==> config.mk <==
export PLATFORM = sky130hd
export DESIGN_NAME = led_pattern_engine
export DESIGN_NICKNAME = d
export VERILOG_FILES = /design/src/rtl/led_pattern_engine.sv
export SDC_FILE = /design/constraint.sdc
export NUM_CORES = 1
export LEC_CHECK = 0
export CORE_UTILIZATION = 45
export CTS_CLUSTER_SIZE = 20
export DETAILED_ROUTE_END_ITERATION = 10
export PLACE_DENSITY = 0.62
export SKIP_CTS_REPAIR_TIMING = 1
export SYNTH_ARGS = -nofsm -noshare
export SYNTH_HDL_FRONTEND = slang
export SYNTH_SLANG_ARGS = --single-unit
==> constraint.sdc <==
create_clock -name clk -period 2.85 [get_ports clk]
set_clock_uncertainty 0.2 [all_clocks]
set_input_delay 0.855 -clock clk [delete_from_list [all_inputs] [get_ports clk]]
set_output_delay 0.855 -clock clk [all_outputs]
set_load 0.005 [all_outputs]
==> src/rtl/led_pattern_engine.sv <==
// Parametrised LED animation engine: two-stage prescaler, eight selectable
// patterns with direction control, and step/wrap pulses on each advance.
module led_pattern_engine #(
  parameter int N_LEDS   = 8,
  parameter int DIV_BASE = 1000000,
  parameter int SPEED_W  = 3
) (
  input  logic               clk,
  input  logic               rst_n,
  input  logic               ena,
  input  logic [2:0]         pat_sel,
  input  logic [SPEED_W-1:0] speed,
  input  logic               pause,
  input  logic               dir,
  output logic [N_LEDS-1:0]  led_out,
  output logic               step,
  output logic               wrap
);

  localparam int BASE_W = (DIV_BASE > 1) ? $clog2(DIV_BASE) : 1;
  localparam logic [BASE_W-1:0] BASE_LAST = BASE_W'(DIV_BASE - 1);

  typedef enum logic [2:0] {
    PAT_WALK1, PAT_WALK0, PAT_BOUNCE, PAT_BIN,
    PAT_JOHNSON, PAT_ALT, PAT_GRAY, PAT_BLINK
  } pat_e;

  logic [BASE_W-1:0]  base_cnt;
  logic [SPEED_W-1:0] spd_cnt;
  logic [N_LEDS-1:0]  state;
  logic               bounce_down;
  pat_e               shadow;

  logic               base_tick;
  logic               advance;
  logic [N_LEDS-1:0]  adv_state;
  logic               adv_down;
  pat_e               new_pat;

  function automatic logic [N_LEDS-1:0] init_of(input pat_e p);
    logic [N_LEDS-1:0] alt;
    for (int i = 0; i < N_LEDS; i++) alt[i] = ((i % 2) == 0);
    case (p)
      PAT_WALK1, PAT_BOUNCE: return N_LEDS'(1);
      PAT_WALK0:             return ~N_LEDS'(1);
      PAT_ALT:               return alt;
      default:               return '0;
    endcase
  endfunction

  // The Gray pattern keeps a plain binary count internally; only the view is encoded.
  function automatic logic [N_LEDS-1:0] show(input logic [N_LEDS-1:0] s, input pat_e p);
    return (p == PAT_GRAY) ? (s ^ (s >> 1)) : s;
  endfunction

  assign new_pat = pat_e'(pat_sel);

  // NOTE: every always_comb output gets a default first so no latch is inferred.
  always_comb begin
    base_tick = (base_cnt == BASE_LAST);
    // >= also catches a speed lowered below the running count.
    advance   = base_tick && (spd_cnt >= speed);
    adv_state = state;
    adv_down  = bounce_down;
    case (shadow)
      PAT_WALK1, PAT_WALK0:
        adv_state = dir ? {state[0], state[N_LEDS-1:1]} : {state[N_LEDS-2:0], state[N_LEDS-1]};
      PAT_BOUNCE:
        if (!bounce_down) begin
          if (state[N_LEDS-1]) begin
            adv_state = state >> 1;
            adv_down  = 1'b1;
          end else begin
            adv_state = state << 1;
          end
        end else begin
          if (state[0]) begin
            adv_state = state << 1;
            adv_down  = 1'b0;
          end else begin
            adv_state = state >> 1;
          end
        end
      PAT_BIN, PAT_GRAY:
        adv_state = dir ? state - N_LEDS'(1) : state + N_LEDS'(1);
      PAT_JOHNSON:
        adv_state = dir ? {~state[0], state[N_LEDS-1:1]} : {state[N_LEDS-2:0], ~state[N_LEDS-1]};
      default:
        adv_state = ~state;
    endcase
  end

  // NOTE: state registers use non-blocking assignments only, so every register
  // samples the pre-edge values and block ordering cannot change behaviour.
  always_ff @(posedge clk or negedge rst_n) begin
    if (!rst_n) begin
      base_cnt    <= '0;
      spd_cnt     <= '0;
      state       <= N_LEDS'(1);
      bounce_down <= 1'b0;
      shadow      <= PAT_WALK1;
      led_out     <= '0;
      step        <= 1'b0;
      wrap        <= 1'b0;
    end else begin
      step <= 1'b0;
      wrap <= 1'b0;
      if (!ena || (new_pat != shadow)) begin
        // Disable and pattern change share the restart path; only the display differs.
        base_cnt    <= '0;
        spd_cnt     <= '0;
        state       <= init_of(new_pat);
        bounce_down <= 1'b0;
        shadow      <= new_pat;
        led_out     <= ena ? show(init_of(new_pat), new_pat) : '0;
      end else if (!pause) begin
        if (base_tick) begin
          base_cnt <= '0;
          spd_cnt  <= advance ? '0 : spd_cnt + SPEED_W'(1);
        end else begin
          base_cnt <= base_cnt + BASE_W'(1);
        end
        if (advance) begin
          state       <= adv_state;
          bounce_down <= adv_down;
          led_out     <= show(adv_state, shadow);
          step        <= 1'b1;
          wrap        <= (adv_state == init_of(shadow));
        end else begin
          led_out     <= show(state, shadow);
        end
      end
    end
  end

endmodule

==> impl_metrics.prom <==
# TYPE chip_impl_metric gauge
chip_impl_info{name="status",value="finished, violations left"} 1
chip_impl_info{name="violations",value="setup timing"} 1
chip_impl_info{name="rr_endpoint",value="wrap"} 1
chip_impl_info{name="critPathLaunchType",value="input pin"} 1
chip_impl_metric{name="netlist_instances",unit=""} 434
chip_impl_metric{name="clk_latency",unit="ps"} 300
chip_impl_metric{name="adder_cell_share_of_the_synthesized_area",unit="%"} 5.18
chip_impl_info{name="worstHoldPathType",value="flip-flop to flip-flop"} 1
chip_impl_info{name="hold_path.startpoint",value="led_out[3]"} 1
chip_impl_info{name="cts_tree",value="done"} 1
chip_impl_metric{name="slew_worst_pin",unit="ps"} 583
chip_impl_metric{name="antenna_diodes",unit=""} 0
chip_impl_metric{name="final_period_minus_worst_setup_slack",unit="ps"} 2920
chip_impl_info{name="rr_startpoint",value="state[1]"} 1
chip_impl_metric{name="report.power.total",unit="W"} 0.00167
chip_impl_metric{name="routability_congestion_estimate",unit=""} 0.921
chip_impl_info{name="final_common_cell",value="buf_4"} 1
chip_impl_metric{name="maxcap_viol_count",unit=""} 0
chip_impl_metric{name="number_of_standard_cell_rows_in_the_floorplan",unit=""} 31
chip_impl_info{name="synth-main-ff-cell",value="dfrtp_1"} 1
chip_impl_metric{name="vdd_ir_drop_max",unit="mV"} 0.269
chip_impl_metric{name="final.setup.worst_slack",unit="ps"} -65.4
chip_impl_info{name="grt_setup_unrepaired",value="yes"} 1
chip_impl_metric{name="avgViaCountPerCell",unit=""} 5.77
chip_impl_metric{name="drt_pass1_iterations",unit=""} 5
chip_impl_metric{name="synthDominantCellAreaShare",unit="%"} 31.2
chip_impl_metric{name="yosys.area_share.xor_xnor",unit="%"} 6.17
chip_impl_metric{name="grt_use_total",unit="%"} 25.2
chip_impl_metric{name="drive_above_1_share",unit="%"} 23.6
chip_impl_info{name="cts-root-buf",value="clkbuf_8"} 1
chip_impl_metric{name="post-route-drc-count",unit=""} 0
chip_impl_metric{name="arrival",unit="ps"} 2940
chip_impl_metric{name="post-route-period-util",unit="%"} 102
chip_impl_metric{name="initialDrtViolationCount",unit=""} 253
chip_impl_info{name="synth_largest_area_cell",value="dfrtp_1"} 1
chip_impl_metric{name="setup_violations",unit=""} 4
chip_impl_metric{name="ys_warn_count",unit=""} 0
chip_impl_info{name="path_class",value="input pin to flip-flop"} 1
chip_impl_metric{name="worst_setup_hold_path_clk_slew",unit="ps"} 80
chip_impl_metric{name="timing.reg2reg.worst_path_depth",unit=""} 9
chip_impl_metric{name="die_x",unit="um"} 90.6
chip_impl_metric{name="dp_hpwl",unit="um"} 7370
chip_impl_metric{name="design.portCount",unit=""} 21
chip_impl_metric{name="dp_cells",unit=""} 602
chip_impl_metric{name="postSynth.asyncResetShare",unit="%"} 100
chip_impl_metric{name="fmaxAchievable",unit="MHz"} 343
chip_impl_metric{name="grt_overflow_total",unit=""} 0
chip_impl_metric{name="dr_total_vias",unit=""} 3534
chip_impl_metric{name="dp_slack",unit="ps"} -936
chip_impl_metric{name="post_synth_instance_area",unit="um2"} 3530
chip_impl_info{name="synth_area_leaders",value="dfrtp_1 (31%), o21ai_0 (7.1%), nand2_1 (6.3%), ha_1 (4.6%), mux2i_1 (3.7%)"} 1
chip_impl_metric{name="power_density",unit="nW/um2"} 367
chip_impl_metric{name="layout-area-overhead-vs-synth",unit="%"} 29.0
chip_impl_metric{name="yosys.area_share.simple",unit="%"} 22.9
chip_impl_metric{name="fin_util",unit="%"} 61.5
chip_impl_metric{name="whs_path_depth",unit=""} 1
chip_impl_metric{name="die_y",unit="um"} 90.6
chip_impl_metric{name="synthesis.area_per_instance",unit="um2"} 8.13
chip_impl_metric{name="clockBufferDepth",unit=""} 2
chip_impl_metric{name="nets_in_the_synthesized_netlist",unit=""} 459
chip_impl_metric{name="fillerInstances",unit=""} 645
chip_impl_metric{name="timing.max_slew.rel_slack",unit="%"} 61.1
chip_impl_metric{name="number_of_antenna_violations_at_the_first_check_in_global_routing",unit=""} 0
chip_impl_metric{name="compound_cell_area_share_of_the_yosys_netlist",unit="%"} 25.3
chip_impl_metric{name="final_hold_viol_count",unit=""} 0
chip_impl_metric{name="post_synth_mux_area_share",unit="%"} 4.01
chip_impl_metric{name="io_buffer_count",unit=""} 20
chip_impl_metric{name="grt_start_max_net_pins",unit=""} 46
chip_impl_info{name="final_cell_mix",value="buf_4 (76), nand2_1 (57), o21ai_0 (46)"} 1
chip_impl_metric{name="synth-seq-area-share",unit="%"} 31.9
chip_impl_metric{name="worstPathRequired",unit="ps"} 2870
chip_impl_metric{name="synth.ff_latch_count",unit=""} 45
chip_impl_metric{name="route.final.wire_length",unit="um"} 10000
chip_impl_metric{name="r2r_setup_slack",unit="ps"} 140
chip_impl_metric{name="grt_pass1_wl",unit="um"} 16600
chip_impl_metric{name="clock-sinks",unit=""} 45
chip_impl_info{name="hold-path-endpoint",value="led_out[3]"} 1
chip_impl_metric{name="timing_max_transition_violations_final",unit=""} 0
chip_impl_metric{name="detail_route.wl_per_cell",unit="um"} 16.4
chip_impl_metric{name="p_leak",unit="nW"} 1.99
chip_impl_metric{name="first_global_vias",unit=""} 3377
chip_impl_info{name="synth_top_family_by_area",value="compound AO/OA/AOI/OAI gates"} 1
chip_impl_metric{name="route.antenna.remaining_nets",unit=""} 0
chip_impl_metric{name="timing.hold.ws",unit="ps"} 301
chip_impl_metric{name="initial_utilization",unit="%"} 47.6
chip_impl_metric{name="fp.coreArea",unit="um2"} 7410
chip_impl_metric{name="synth-edff-count",unit=""} 0
chip_impl_metric{name="count_of_h_tree_levels_built_during_cts",unit=""} 2
chip_impl_metric{name="cp_max_fo",unit=""} 5
chip_impl_metric{name="synthDistinctLibCells",unit=""} 61
chip_impl_metric{name="fin_nets",unit=""} 537
chip_impl_metric{name="dieArea",unit="um2"} 8200
chip_impl_info{name="timing.critical_path.to_type",value="flip-flop"} 1
chip_impl_metric{name="cts_made_buffers",unit=""} 5
chip_impl_metric{name="stdcell_count",unit=""} 612
-- cells in the mapped netlist (2+ instances only) --
cell type  number
nand2b_1        2
o2111ai_1       2
and2_1          5
o41ai_1         2
nor2_1         31
clkbuf_1       16
o31ai_1         6
or3_1           3
a31oi_1         7
o21bai_1        2
nand2_2         2
o221ai_1        4
o21ai_0        50
dfrtp_1        44
mux2i_1        13
nand2_1        59
xor2_1         14
o32ai_1         2
a21o_1          5
nor3b_1         2
and3_1         16
nor3_1         12
a211oi_2        2
a21oi_1        25
o22a_1          7
nor2b_1         7
nand3b_1        3
nor4_1          2
xnor2_1         9
nand4_1         4
nand3_1        12
buf_2           8
inv_1          10
a211oi_1        2
o22ai_1         2
ha_1           13
o21a_1          5
-- registers in the layout, indices dropped and copies added (netlist names) --
signal,cells
base_cnt,20
bounce_down,1
spd_cnt,3
shadow,3
step,1
led_out,8
wrap,1
state,8
-- final cells by class --
class / instances / area, um2 / area share, %
sequential: 45 / 1130 / 24.8
inverter: 10 / 37.5 / 0.824
multi-input combinational: 352 / 2370 / 52.0
tap: 99 / 124 / 2.72
clock buffer: 6 / 72.6 / 1.59
clock inverter: 2 / 10.0 / 0.220
timing repair buffer: 98 / 816 / 17.9
-- worst max-delay path by stage --
stage                 to  slack (ps)  cells after the start  from
global placement    wrap        -850                      9   dir
finish              wrap         -70                     10   dir
floorplan           wrap        -260                      8   dir
detailed placement  wrap        -940                      9   dir
CTS                 wrap        -610                      9   dir
global route        wrap        -140                     10   dir
-- power by group --
group          switching (W)  internal (W)  total, W
clock               0.000219      0.000170  0.000390
combinational       0.000300      0.000295  0.000595
sequential         0.0000251      0.000660  0.000685
-- worst max-delay path, cell delays in order --
cell      delay, ps
buf_12          110
fa_2            390
buf_4           150
a21o_1          180
a21oi_2         130
xor2_1          100
nor2_2          170
o31ai_4         110
or4_4           500
a211oi_2        220
-- routing by layer --
| metal | track usage (%) | up-vias | routed length (um) |
|---|---|---|---|
| li1 | - | 1724 | - |
| met3 | 3.20 | 11 | 533 |
| met2 | 38.6 | 112 | 4450 |
| met1 | 37.3 | 1687 | 4900 |
| met4 | 6.59 | 0 | 123 |
| met5 | 0 | - | 0 |
-- stage by stage --
| step | TNS (ps) | instance area [um2] |
|---|---|---|
| final | -134 | 4550 |
| after global routing | -741 | 4550 |
| after CTS | -6180 | 4420 |
| after detailed placement | -12900 | 4340 |
| after global placement | -11780 | 4340 |
| after floorplan | -257 | 3550 |
-- cell families (layout without fill, tap and decap cells) --
family,count (synthesis),after routing
adder cells (fa/ha/maj),14,14
XOR/XNOR,24,24
AND/OR/NAND/NOR,166,166
AO/OA/AOI/OAI,134,134
buffers and inverters,37,116
flip-flops,45,45
multiplexers,14,14
No activity file was read; power rests on OpenSTA's default activity.
==> RTL change (same flow settings) <==
Set the parameter `DIV_BASE` to 4000000 (it was 1000000).
--- a/src/rtl/led_pattern_engine.sv
+++ b/src/rtl/led_pattern_engine.sv
@@ -3,5 +3,5 @@
 module led_pattern_engine #(
   parameter int N_LEDS   = 8,
-  parameter int DIV_BASE = 1000000,
+  parameter int DIV_BASE = 4000000,
   parameter int SPEED_W  = 3
 ) (
Behaviour: same outputs for any inputs over 10 cycles, from zero or initial values and one cycle with rst_n low; that may be too few to reach the edited logic, so the function may still have changed.
==> RTL change against the unedited design <==
The run still ends with negative setup slack left. Area after synthesis increased by 3.7%. Power increased by 5.9%. First-iteration DRC count increased by 28%. Combinational power increased by 7.2%. Wire length increased by 4.5%. Die area increased by 3.6%. Largest cell class unchanged. Cell area increased by 3.6%. Sequential share of layout area increased by 0.19 points. Worst setup slack improved by 0.059 ns. Highest routed layer unchanged. Critical endpoint is now led_out[5]. Sequential cell count increased by 2. Via count increased by 3.4%.
==> RTL change: results (changes against the unedited design) <==
- The flow ran to the end, but the final reports show violations.
- Violations in the final reports: negative setup slack
- The wire length on met3 came to 541 um (+1.5%).
* Largest net degree at the start of global routing: 48 (+4.3%)
- Syn Nets: 467 (+1.7%)
- Via count of the first global-routing pass: 3330 (-1.4%)
- Via count: 3654 (+3.4%)
- Register area share after synthesis: 0.322 (+0.00232)
- Total negative slack for setup checks: -0.00667 ns (+0.127 ns)
* Routed length on met1: 5150 um (+5.1%)
- Ratio of cells with drive above 1 in the final layout: 0.230 (-0.00630)
- Unique cell type count in the Yosys netlist: 64 (+4.9%)
- Switching fraction of total power: 0.335 (+0.00896)
- Ranked by instance count, the synthesized netlist is headed by sky130_fd_sc_hd__dfrtp_1, sky130_fd_sc_hd__nand2_1, sky130_fd_sc_hd__o21ai_0.
- Iter 0 DRT Violations: 323 (+28%)
- The post-synthesis async set-or-reset flop share was 1.00 (unchanged).
- Number of nets in the finished design: 538 (+0.19%)
* Number of sequential cells in the layout: 47 (+4.4%)
- The combined area of the multi-input logic cells was 0.00250 mm2 (+5.6%).
- Setup WS post-layout: -0.00667 ns (+0.0587 ns)
* Critical path arrival: 2.86 ns (-0.08 ns)
- The number of inserted filler cells in the final layout is 677 (+5.0%).
* Count of plain and timing-repair buffers in the layout: 92 (-6.1%)
- The global-route usage over all layers was 0.255 (+0.00234).
- The final number of setup-violating endpoints was 1 (-3).
- The count of inverters other than clock inverters in the layout came to 14 (+4).
* Grt met2 use: 0.375 (-0.0114)
- The fraction of area in non-clock buffers was 0.165 (-0.0142).
- In this run the worst hold path is classified as register to register.
- Synth area leaders: sky130_fd_sc_hd__dfrtp_1, sky130_fd_sc_hd__nand2_1, sky130_fd_sc_hd__o21ai_0, sky130_fd_sc_hd__ha_1, sky130_fd_sc_hd__xor2_1
- Clock group share of total power: 0.227 (-0.006)
* Max rail drop VDD: 0.227 mV (-16%)
- The depth of the most critical reg-to-reg path was 9 (unchanged).
- The maximum fanout count along the critical path was 6 (+1).
* Final GP Congestion: 0.925 (+0.42%)
- The wire length per cell after detailed routing is 17.0 um (+3.9%).
- The leakage power came to 2.00 nW (+0.45%).
- The clock-cell share of area is 0.0180 (-0.000105).
- The met1 global-route usage came to 0.389 (+0.0152).
- The slew at the pin with the worst max-slew slack is 0.522 ns (-0.0614 ns).
* Leading registers by flop count: base_cnt (22), led_out (8), state (8)
- Share of total power in combinational logic: 0.361 (+0.005)
- Fraction of area in registers: 0.250 (+0.00194)
- Comb. pwr: 0.638 mW (+7.2%)
- Final HPWL DP: 7710 um (+4.6%)
- The routed length on met2 is 4600 um (+3.4%).
- The count of multi-input combinational gates was 353 (+0.28%).
* Global-route wire length before repair: 17100 um (+2.5%)
* Place WS: -1.03 ns (-0.0891 ns)
[RTL change: cell types whose count changed after synthesis, moves of 5 or more]
| cell | delta |
|---|---|
| sky130_fd_sc_hd__o21ai_0 | -17 |
| sky130_fd_sc_hd__nand2_1 | -15 |
| sky130_fd_sc_hd__o211ai_1 | +11 |
| sky130_fd_sc_hd__nand3_1 | +7 |
| sky130_fd_sc_hd__nand4_1 | +7 |
| sky130_fd_sc_hd__clkbuf_1 | +6 |
| sky130_fd_sc_hd__buf_2 | -5 |
| sky130_fd_sc_hd__nor4_1 | +5 |
[RTL change: worst paths after layout]
kind	startpoint	to	slack, ns
worst max register to register	shadow[2]	wrap	0.10
worst min register to register	led_out[5]	led_out[5]	0.30
worst min-delay path	led_out[5]	led_out[5]	0.30
min in group asynchronous	rst_n	state[5]	0.31
max in group asynchronous	rst_n	state[0]	1.84
worst max-delay path	dir	led_out[5]	-0.007
[RTL change: critical path: stages]
cell                        delay, ns
sky130_fd_sc_hd__buf_12          0.12
sky130_fd_sc_hd__fa_2            0.41
sky130_fd_sc_hd__a211oi_2        0.25
sky130_fd_sc_hd__o21bai_2        0.13
sky130_fd_sc_hd__a2111oi_4       0.43
sky130_fd_sc_hd__buf_4           0.19
sky130_fd_sc_hd__o31ai_4         0.07
sky130_fd_sc_hd__xnor2_2         0.17
sky130_fd_sc_hd__o221ai_2        0.11
sky130_fd_sc_hd__o21a_1          0.11
[RTL change: through the flow]
step	cells	instance area, um2
6_report	616	4720
5_1_grt	616	4720
4_1_cts	613	4490
3_5_place_dp	605	4400
3_3_place_gp	605	4400
2_1_floorplan	442	3680
[RTL change: cell families after synthesis]
kind of cell | share of synthesized area
compound gates | 0.245
buf+inv | 0.0492
flops | 0.322
simple gates | 0.231
xor+xnor | 0.0670
fa+ha+maj | 0.0499
mux | 0.0362
